### src/rtl/arbiter_control_if.sv
// Request/response bundle between the two caches, physical memory and the arbiter FSM.
// master: the caches and memory side; slave: the arbiter.
interface arbiter_control_if;
    logic cache1_read;
    logic cache1_write;
    logic cache2_read;
    logic cache2_write;
    logic pmem_resp;
    logic cache1_resp;
    logic cache2_resp;
    logic pmem_read;
    logic pmem_write;
    logic cache_sel;

    // Requests are levels held until the matching cacheN_resp pulse; pmem_read/pmem_write
    // are levels held until the single-cycle pmem_resp pulse that completes the transfer.
    modport master (
        output cache1_read, cache1_write, cache2_read, cache2_write, pmem_resp,
        input  cache1_resp, cache2_resp, pmem_read, pmem_write, cache_sel
    );

    modport slave (
        input  cache1_read, cache1_write, cache2_read, cache2_write, pmem_resp,
        output cache1_resp, cache2_resp, pmem_read, pmem_write, cache_sel
    );
endinterface

### src/rtl/arbiter_control.sv
// Cache-to-physical-memory arbiter sequencing FSM: grants cache1 or cache2 one line transfer at a time.
// Tie rule selected by ARBITER_ROUND_ROBIN_EN (round robin when defined, cache1 priority otherwise).
module arbiter_control (
    input  logic                     clk,
    input  logic                     rst,
    arbiter_control_if.slave         bus,
    output logic [1:0]               state_o
);

    typedef enum logic [1:0] {
        IDLE   = 2'd0,
        SERVE1 = 2'd1,
        SERVE2 = 2'd2
    } state_e;

    state_e state_q, state_d;
    logic   op_write_q, op_write_d;
    logic   last_served_q, last_served_d;

    logic req1;
    logic req2;
    logic grant2;

    assign req1 = bus.cache1_read | bus.cache1_write;
    assign req2 = bus.cache2_read | bus.cache2_write;

`ifdef ARBITER_ROUND_ROBIN_EN
    // On a tie, hand the grant to whichever cache was not served last.
    assign grant2 = req2 & (~req1 | ~last_served_q);
`else
    assign grant2 = req2 & ~req1;
`endif

    always_comb begin
        state_d         = state_q;
        op_write_d      = op_write_q;
        last_served_d   = last_served_q;
        bus.cache1_resp = 1'b0;
        bus.cache2_resp = 1'b0;
        bus.pmem_read   = 1'b0;
        bus.pmem_write  = 1'b0;
        bus.cache_sel   = 1'b0;

        // Outputs are held low while reset is asserted, which also discards any pmem_resp.
        if (!rst) begin
            case (state_q)
                IDLE: begin
                    if (req1 | req2) begin
                        state_d    = grant2 ? SERVE2 : SERVE1;
                        op_write_d = grant2 ? bus.cache2_write : bus.cache1_write;
                    end
                end
                SERVE1: begin
                    bus.pmem_write = op_write_q;
                    bus.pmem_read  = ~op_write_q;
                    if (bus.pmem_resp) begin
                        bus.cache1_resp = 1'b1;
                        last_served_d   = 1'b0;
                        state_d         = IDLE;
                    end
                end
                SERVE2: begin
                    bus.cache_sel  = 1'b1;
                    bus.pmem_write = op_write_q;
                    bus.pmem_read  = ~op_write_q;
                    if (bus.pmem_resp) begin
                        bus.cache2_resp = 1'b1;
                        last_served_d   = 1'b1;
                        state_d         = IDLE;
                    end
                end
                default: begin
                    state_d = IDLE;
                end
            endcase
        end
    end

    always_ff @(posedge clk) begin
        if (rst) begin
            state_q       <= IDLE;
            op_write_q    <= 1'b0;
            last_served_q <= 1'b1;
        end else begin
            state_q       <= state_d;
            op_write_q    <= op_write_d;
            last_served_q <= last_served_d;
        end
    end

    assign state_o = state_q;

endmodule
### src/flat_wrapper.sv
// flat-port wrapper written by rule: the top's interface ports become plain ports
module arbiter_control_flat 
  (clk, rst, state_o, bus_cache1_read, bus_cache1_write, bus_cache2_read, bus_cache2_write, bus_pmem_resp, bus_cache1_resp, bus_cache2_resp, bus_pmem_read, bus_pmem_write, bus_cache_sel);
  arbiter_control_if bus_i ();
  input  logic clk;
  input  logic rst;
  output logic [1:0] state_o;
  input wire logic [$bits(bus_i.cache1_read)-1:0] bus_cache1_read;
  input wire logic [$bits(bus_i.cache1_write)-1:0] bus_cache1_write;
  input wire logic [$bits(bus_i.cache2_read)-1:0] bus_cache2_read;
  input wire logic [$bits(bus_i.cache2_write)-1:0] bus_cache2_write;
  input wire logic [$bits(bus_i.pmem_resp)-1:0] bus_pmem_resp;
  output wire logic [$bits(bus_i.cache1_resp)-1:0] bus_cache1_resp;
  output wire logic [$bits(bus_i.cache2_resp)-1:0] bus_cache2_resp;
  output wire logic [$bits(bus_i.pmem_read)-1:0] bus_pmem_read;
  output wire logic [$bits(bus_i.pmem_write)-1:0] bus_pmem_write;
  output wire logic [$bits(bus_i.cache_sel)-1:0] bus_cache_sel;
  assign bus_i.cache1_read = bus_cache1_read;
  assign bus_i.cache1_write = bus_cache1_write;
  assign bus_i.cache2_read = bus_cache2_read;
  assign bus_i.cache2_write = bus_cache2_write;
  assign bus_i.pmem_resp = bus_pmem_resp;
  assign bus_cache1_resp = bus_i.cache1_resp;
  assign bus_cache2_resp = bus_i.cache2_resp;
  assign bus_pmem_read = bus_i.pmem_read;
  assign bus_pmem_write = bus_i.pmem_write;
  assign bus_cache_sel = bus_i.cache_sel;
  arbiter_control u_core (.clk(clk), .rst(rst), .bus(bus_i), .state_o(state_o));
endmodule
### config.mk
export PLATFORM = sky130hd
export DESIGN_NAME = arbiter_control_flat
export DESIGN_NICKNAME = d
export VERILOG_FILES = /design/src/rtl/arbiter_control_if.sv /design/src/rtl/arbiter_control.sv /design/src/flat_wrapper.sv
export SDC_FILE = /design/constraint.sdc
export NUM_CORES = 1
export LEC_CHECK = 0
export CORE_AREA = 2 2 39 41
export DETAILED_ROUTE_END_ITERATION = 6
export DIE_AREA = 0 0 41 43
export PLACE_DENSITY = 0.56
export SETUP_SLACK_MARGIN = 0.5
export SYNTH_ARGS = -nofsm -noshare
export SYNTH_HDL_FRONTEND = slang
export SYNTH_SLANG_ARGS = --single-unit
### constraint.sdc
create_clock -name clk -period 1.5 [get_ports clk]
set_input_delay 0.15 -clock clk [delete_from_list [all_inputs] [get_ports clk]]
set_output_delay 0.15 -clock clk [all_outputs]
set_load 0.01 [all_outputs]
* Yosys cells after proc, flatten, opt, wreduce, memory -nomap -nowiden
Cells that the tools add are included.
** Cells by class
- Equality and inequality tests :: 4
- Multiplexer cells :: 16
- Bitwise operators :: 6
- Reductions and logical operators :: 4
** Operator list (number)
- 1-bit two-way mux :: 12
- 2-bit two-way mux :: 3
- 2-bit by 1-bit != test with 1-bit output (second input constant) :: 2
- 2-bit case mux with 2 select lines :: 1
- 2-bit AND reduction :: 2
- 1-bit OR :: 3
- 2-bit by 1-bit == test with 1-bit output (second input constant) :: 1
- 2-bit == test (second input constant) :: 1
- 2-bit zero test :: 1
- 1-bit NOT :: 2
- 2-bit OR reduction :: 1
- 1-bit bitwise AND :: 1
** Word-level totals
- Register bits :: 3
- Input port bits :: 7
- Output and inout port bits :: 7

* Longest topological paths before layout
- Depth in word-level cells :: 6
- Gate-level depth with buffers :: 5
- Gate-level depth less buffers :: 5

* Worst setup path after synthesis
OpenSTA, ideal clock, no wires.
- Path kind :: reg2reg
- From :: register u_core.state_q[0], in the netlist u_core.state_o[0]
- To :: register u_core.state_q[0], in the netlist u_core.state_o[0]
- Library setup time :: 0.122 ns
- Arrival :: 1.123 ns
- Required time :: 1.378 ns
- Setup slack :: 0.256 ns
- Stages on the path, launching flop included :: 6
- Clock period less this slack :: 1.244 ns
- Path through :: dfxtp_1 inv_1 ha_1 nor2b_1 o21ai_0 a21oi_1
** On the way
- Cells in the longest elaborated chain, start to end :: 4
- Elaborated cells between the ends (all ways) :: 8
** Ends and longest elaborated chain
- start: declaration :: RTL line arbiter_control.sv:16 : state_e state_q, state_d;
- start signal: assignment :: RTL line arbiter_control.sv:85 : state_q <= state_d;
- 2-bit by 1-bit == test with 1-bit output / 2-bit == test (equally long branches)
- 2-bit OR reduction (no line)
- 2-bit by 1-bit != test with 1-bit output (no line)
- 2-bit AND reduction (no line)
Several ways; a longest one is shown, not always the timed one.
A chain may end at the register's enable or synchronous reset.

* Worst setup path after layout
- From :: register u_core.state_q[0], in the netlist u_core.state_o[0]
- To :: output bus_cache2_resp
** On the way
- Cells in the longest elaborated chain, start to end :: 3
** Ends and longest elaborated chain
- 2-bit == test
- 1-bit two-way mux :: RTL line arbiter_control.sv:46 : case (state_q)
- 1-bit two-way mux :: RTL line arbiter_control.sv:45 : if (!rst) begin
- end: declaration :: RTL line flat_wrapper.sv:14 : output wire logic [$bits(bus_i.cache2_resp)-1:0] bus_cache2_resp;
Every way passes these cells.

==> results.md <==
* Clock latency on the worst-skew pair at 230 ps
* Kind of critical path: reg -> out
* Top FF cell, synth: dfxtp_1
* Number of synthesized flops with an enable pin at 0
* WL final at 674 µm
* IO Count at 14
* Switch Pwr at 0.141 mW
* Crit. End Element: output pin
* R2R Path End: u_core.state_o[1]$_SDFFE_PP0P_
* Sequential area share after synthesis at 25.4%
* Mapped cell area at 236 µm²
* Hold_buf cts at 0
* Setup crit start kind: flip-flop
* Worst reg2reg path depth at 6
* Worst-margin pin slew at approximately 240 ps
* MaxCap Viol Count at 0
* Die height at 43 µm
* Most frequent cells in the layout: 8 x buf_4, 3 x clkbuf_4, 3 x dlygate4sd2_1, 3 x buf_2, 3 x buf_6
* CTS H-Tree Depth at 1
* Die area at roughly 1800 µm²
* Number of CTS-inserted buffers at 3
* Critical path cell sequence: inv_4 > ha_2 > nor2b_4 > and2_4 > buf_6
* Root buffer cell: clkbuf_4
* #FFs+latches synth at 3
* Layout cells sized above 1 at 56.4%
* Slowest stage delay, CP at 340 ps
* PortBufs at 13
* Worst R2R Setup Slack at around 310 ps
* Flop pwr share at 23.3%
* Gr busiest metal: met2
* Met1 usage at a little over a tenth
* Initial Util at between 15 and 20%
* Final period util at 87.3%
* Pre-antenna DRT Iters at 2
* Internal at 0.319 mW
* Post-synthesis cell count at 30
* Post-synth cell types at 17
* WP data arrival at 1160 ps
* Post-layout power at 0.460 mW
* WHS Endpoint: u_core.op_write_q$_SDFFE_PP0P_
* Residual DRC at 0
* Total track usage at 9.83%
* WP buf/inv at 2
* # clock sinks at 3
* CP max stage cell: dfxtp_4
* GPL Wtd Cong at 0.759
* RSZ-0062 raised after global routing: yes
* Worst reg2reg startpoint: u_core.state_o[1]$_SDFFE_PP0P_
* Detailed Place HPWL at 518 µm
* Worst Hold Launch: bus_cache1_read
* Slew Viols, Final at 0
* Clk network pwr share at 30.7%
* Register Area at 65.1 µm²
* CP delay by family, top: flip-flops
* Worst VDD drop at 411 µV
* Final clock skew at 6.76 ps
* Vias post-DR at 295
* Fin nets at 66
* Reg clk slew, reported paths at 40 ps
* Row cnt at 14
* Final antenna-violating net count at 0
* Commonest non-fill, non-tap cell in the layout: buf_4
* CTS tree: yes
* Switching share of power at 30.7%
* Comb pwr share at 46.0%
* Lkg Pwr at 0.234 nW
* Total global routing overflow at 0
* Vias in the first global route at 300
* Synth warn at 0
* Via density at 4.15
* Status: complete, no violations
* Min-Delay Path Class: in -> reg
* Largest net degree at the start of global routing at 6
* Die width at about 41 µm
* Endpoints failing hold at 0
* Max_slew headroom at 84.0%
* Area taken by multi-input logic gates at 214 µm²
* Hold_ws at 331 ps
* Iter 0 DRT Violations at 2
* Fmax at 763 MHz
* Core box area at ~1400 µm²
* M3 GR Usage at 3.14%
* Mean Syn Cell Area at between 7 and 8 µm²
* Area Growth Syn to Fin at 119%
* Diode count at 0
* First-pass GRT wire length at roughly 1.1 mm
* Ys async rst share at 0%
* Req. time, crit path at 1350 ps
* Antenna violations before repair at 0
* CTS max path bufs at 2
* # fillers at 145
* Max Fanout on Critical Path at 2
* Grt met2 use at between 10 and 15%
* Mapped Nets at 40
* Final setup violating endpoints at 0
* Hold Path Stages at 3
* Routed len/inst at 9.49 µm
* PD cells at 888 nW/µm²
* Final min period at 1310 ps
sequential cells by signal, indices dropped and copies added, names as in the netlist:
signal             cells
u_core.state_o         2
u_core.op_write_q      1
routing by layer:
| layer | routed length [µm] | vias up | share of wire [%] |
|---|---|---|---|
| li1 | - | 154 | - |
| met1 | 260 | 130 | 39 |
| met2 | 368 | 9 | 55 |
| met3 | 30 | 2 | 4.5 |
| met4 | 15 | 0 | 2.2 |
| met5 | 0 | - | 0 |
worst max path at each step:
stage	cells after the start	slack (ps)	to	startpoint
2_1_floorplan	5	440	u_core.state_o[1]$_SDFFE_PP0P_	u_core.state_o[1]$_SDFFE_PP0P_
3_3_place_gp	4	-120	bus_cache2_resp	rst
3_5_place_dp	4	-140	bus_cache2_resp	rst
4_1_cts	4	180	bus_pmem_read	u_core.state_o[1]$_SDFFE_PP0P_
5_1_grt	4	130	bus_pmem_read	u_core.state_o[1]$_SDFFE_PP0P_
6_report	5	190	bus_cache2_resp	u_core.state_o[0]$_SDFFE_PP0P_
what timing repair did:
action                                 in CTS  in global routing
pin swaps                                   5                  4
resized for setup                          36                  4
setup endpoints to repair                  10                  9
buffers inserted                            2                  0
endpoints found under the hold margin       0                  0
cell families after synthesis:
family          synth area share, %
simple gates                   31.7
compound gates                 20.6
buf+inv                        6.35
fa+ha+maj                      15.9
flops                          25.4
cells in the mapped netlist, drive strengths merged (2+ instances only):
library cell  count  area (µm²)
ha                3        37.5
nor3b             2        15.0
o21ai             2        10.0
dfxtp             3        60.1
nor2b             2        12.5
inv               4        15.0
a21oi             3        15.0
nor2              2        7.51
area by class of cell:
| class | count | area share [%] |
|---|---|---|
| Tap cell | 16 | 3.86 |
| Multi-Input combinational cell | 23 | 41.3 |
| Timing Repair Buffer | 21 | 33.8 |
| Clock buffer | 4 | 5.07 |
| Inverter | 4 | 3.38 |
| Sequential cell | 3 | 12.6 |
tightest hold or removal path, cell delays in order:
cell and delay (ps):
clkdlybuf4s15_1 200, a21o_1 90, a311oi_1 80
power groups by stage:
stage | clock, mW | combinational [mW] | sequential, mW
floorplan | 0 | 0.0951 | 0.111
global placement | 0 | 0.195 | 0.107
detailed placement | 0 | 0.197 | 0.106
CTS | 0.144 | 0.204 | 0.108
global route | 0.144 | 0.234 | 0.108
finish | 0.141 | 0.212 | 0.107
metrics by stage:
step	cell area, µm²	setup TNS (ps)	setup WS (ps)	utilization, %	cells
floorplan	277	0	437	-	30
global placement	472	-354	-123	34.1	65
detailed placement	472	-365	-139	34.1	65
CTS	500	0	176	36.2	71
global route	518	0	131	37.4	71
finish	518	0	190	37.4	71
Note: power is estimated with default switching activity, not from simulation.
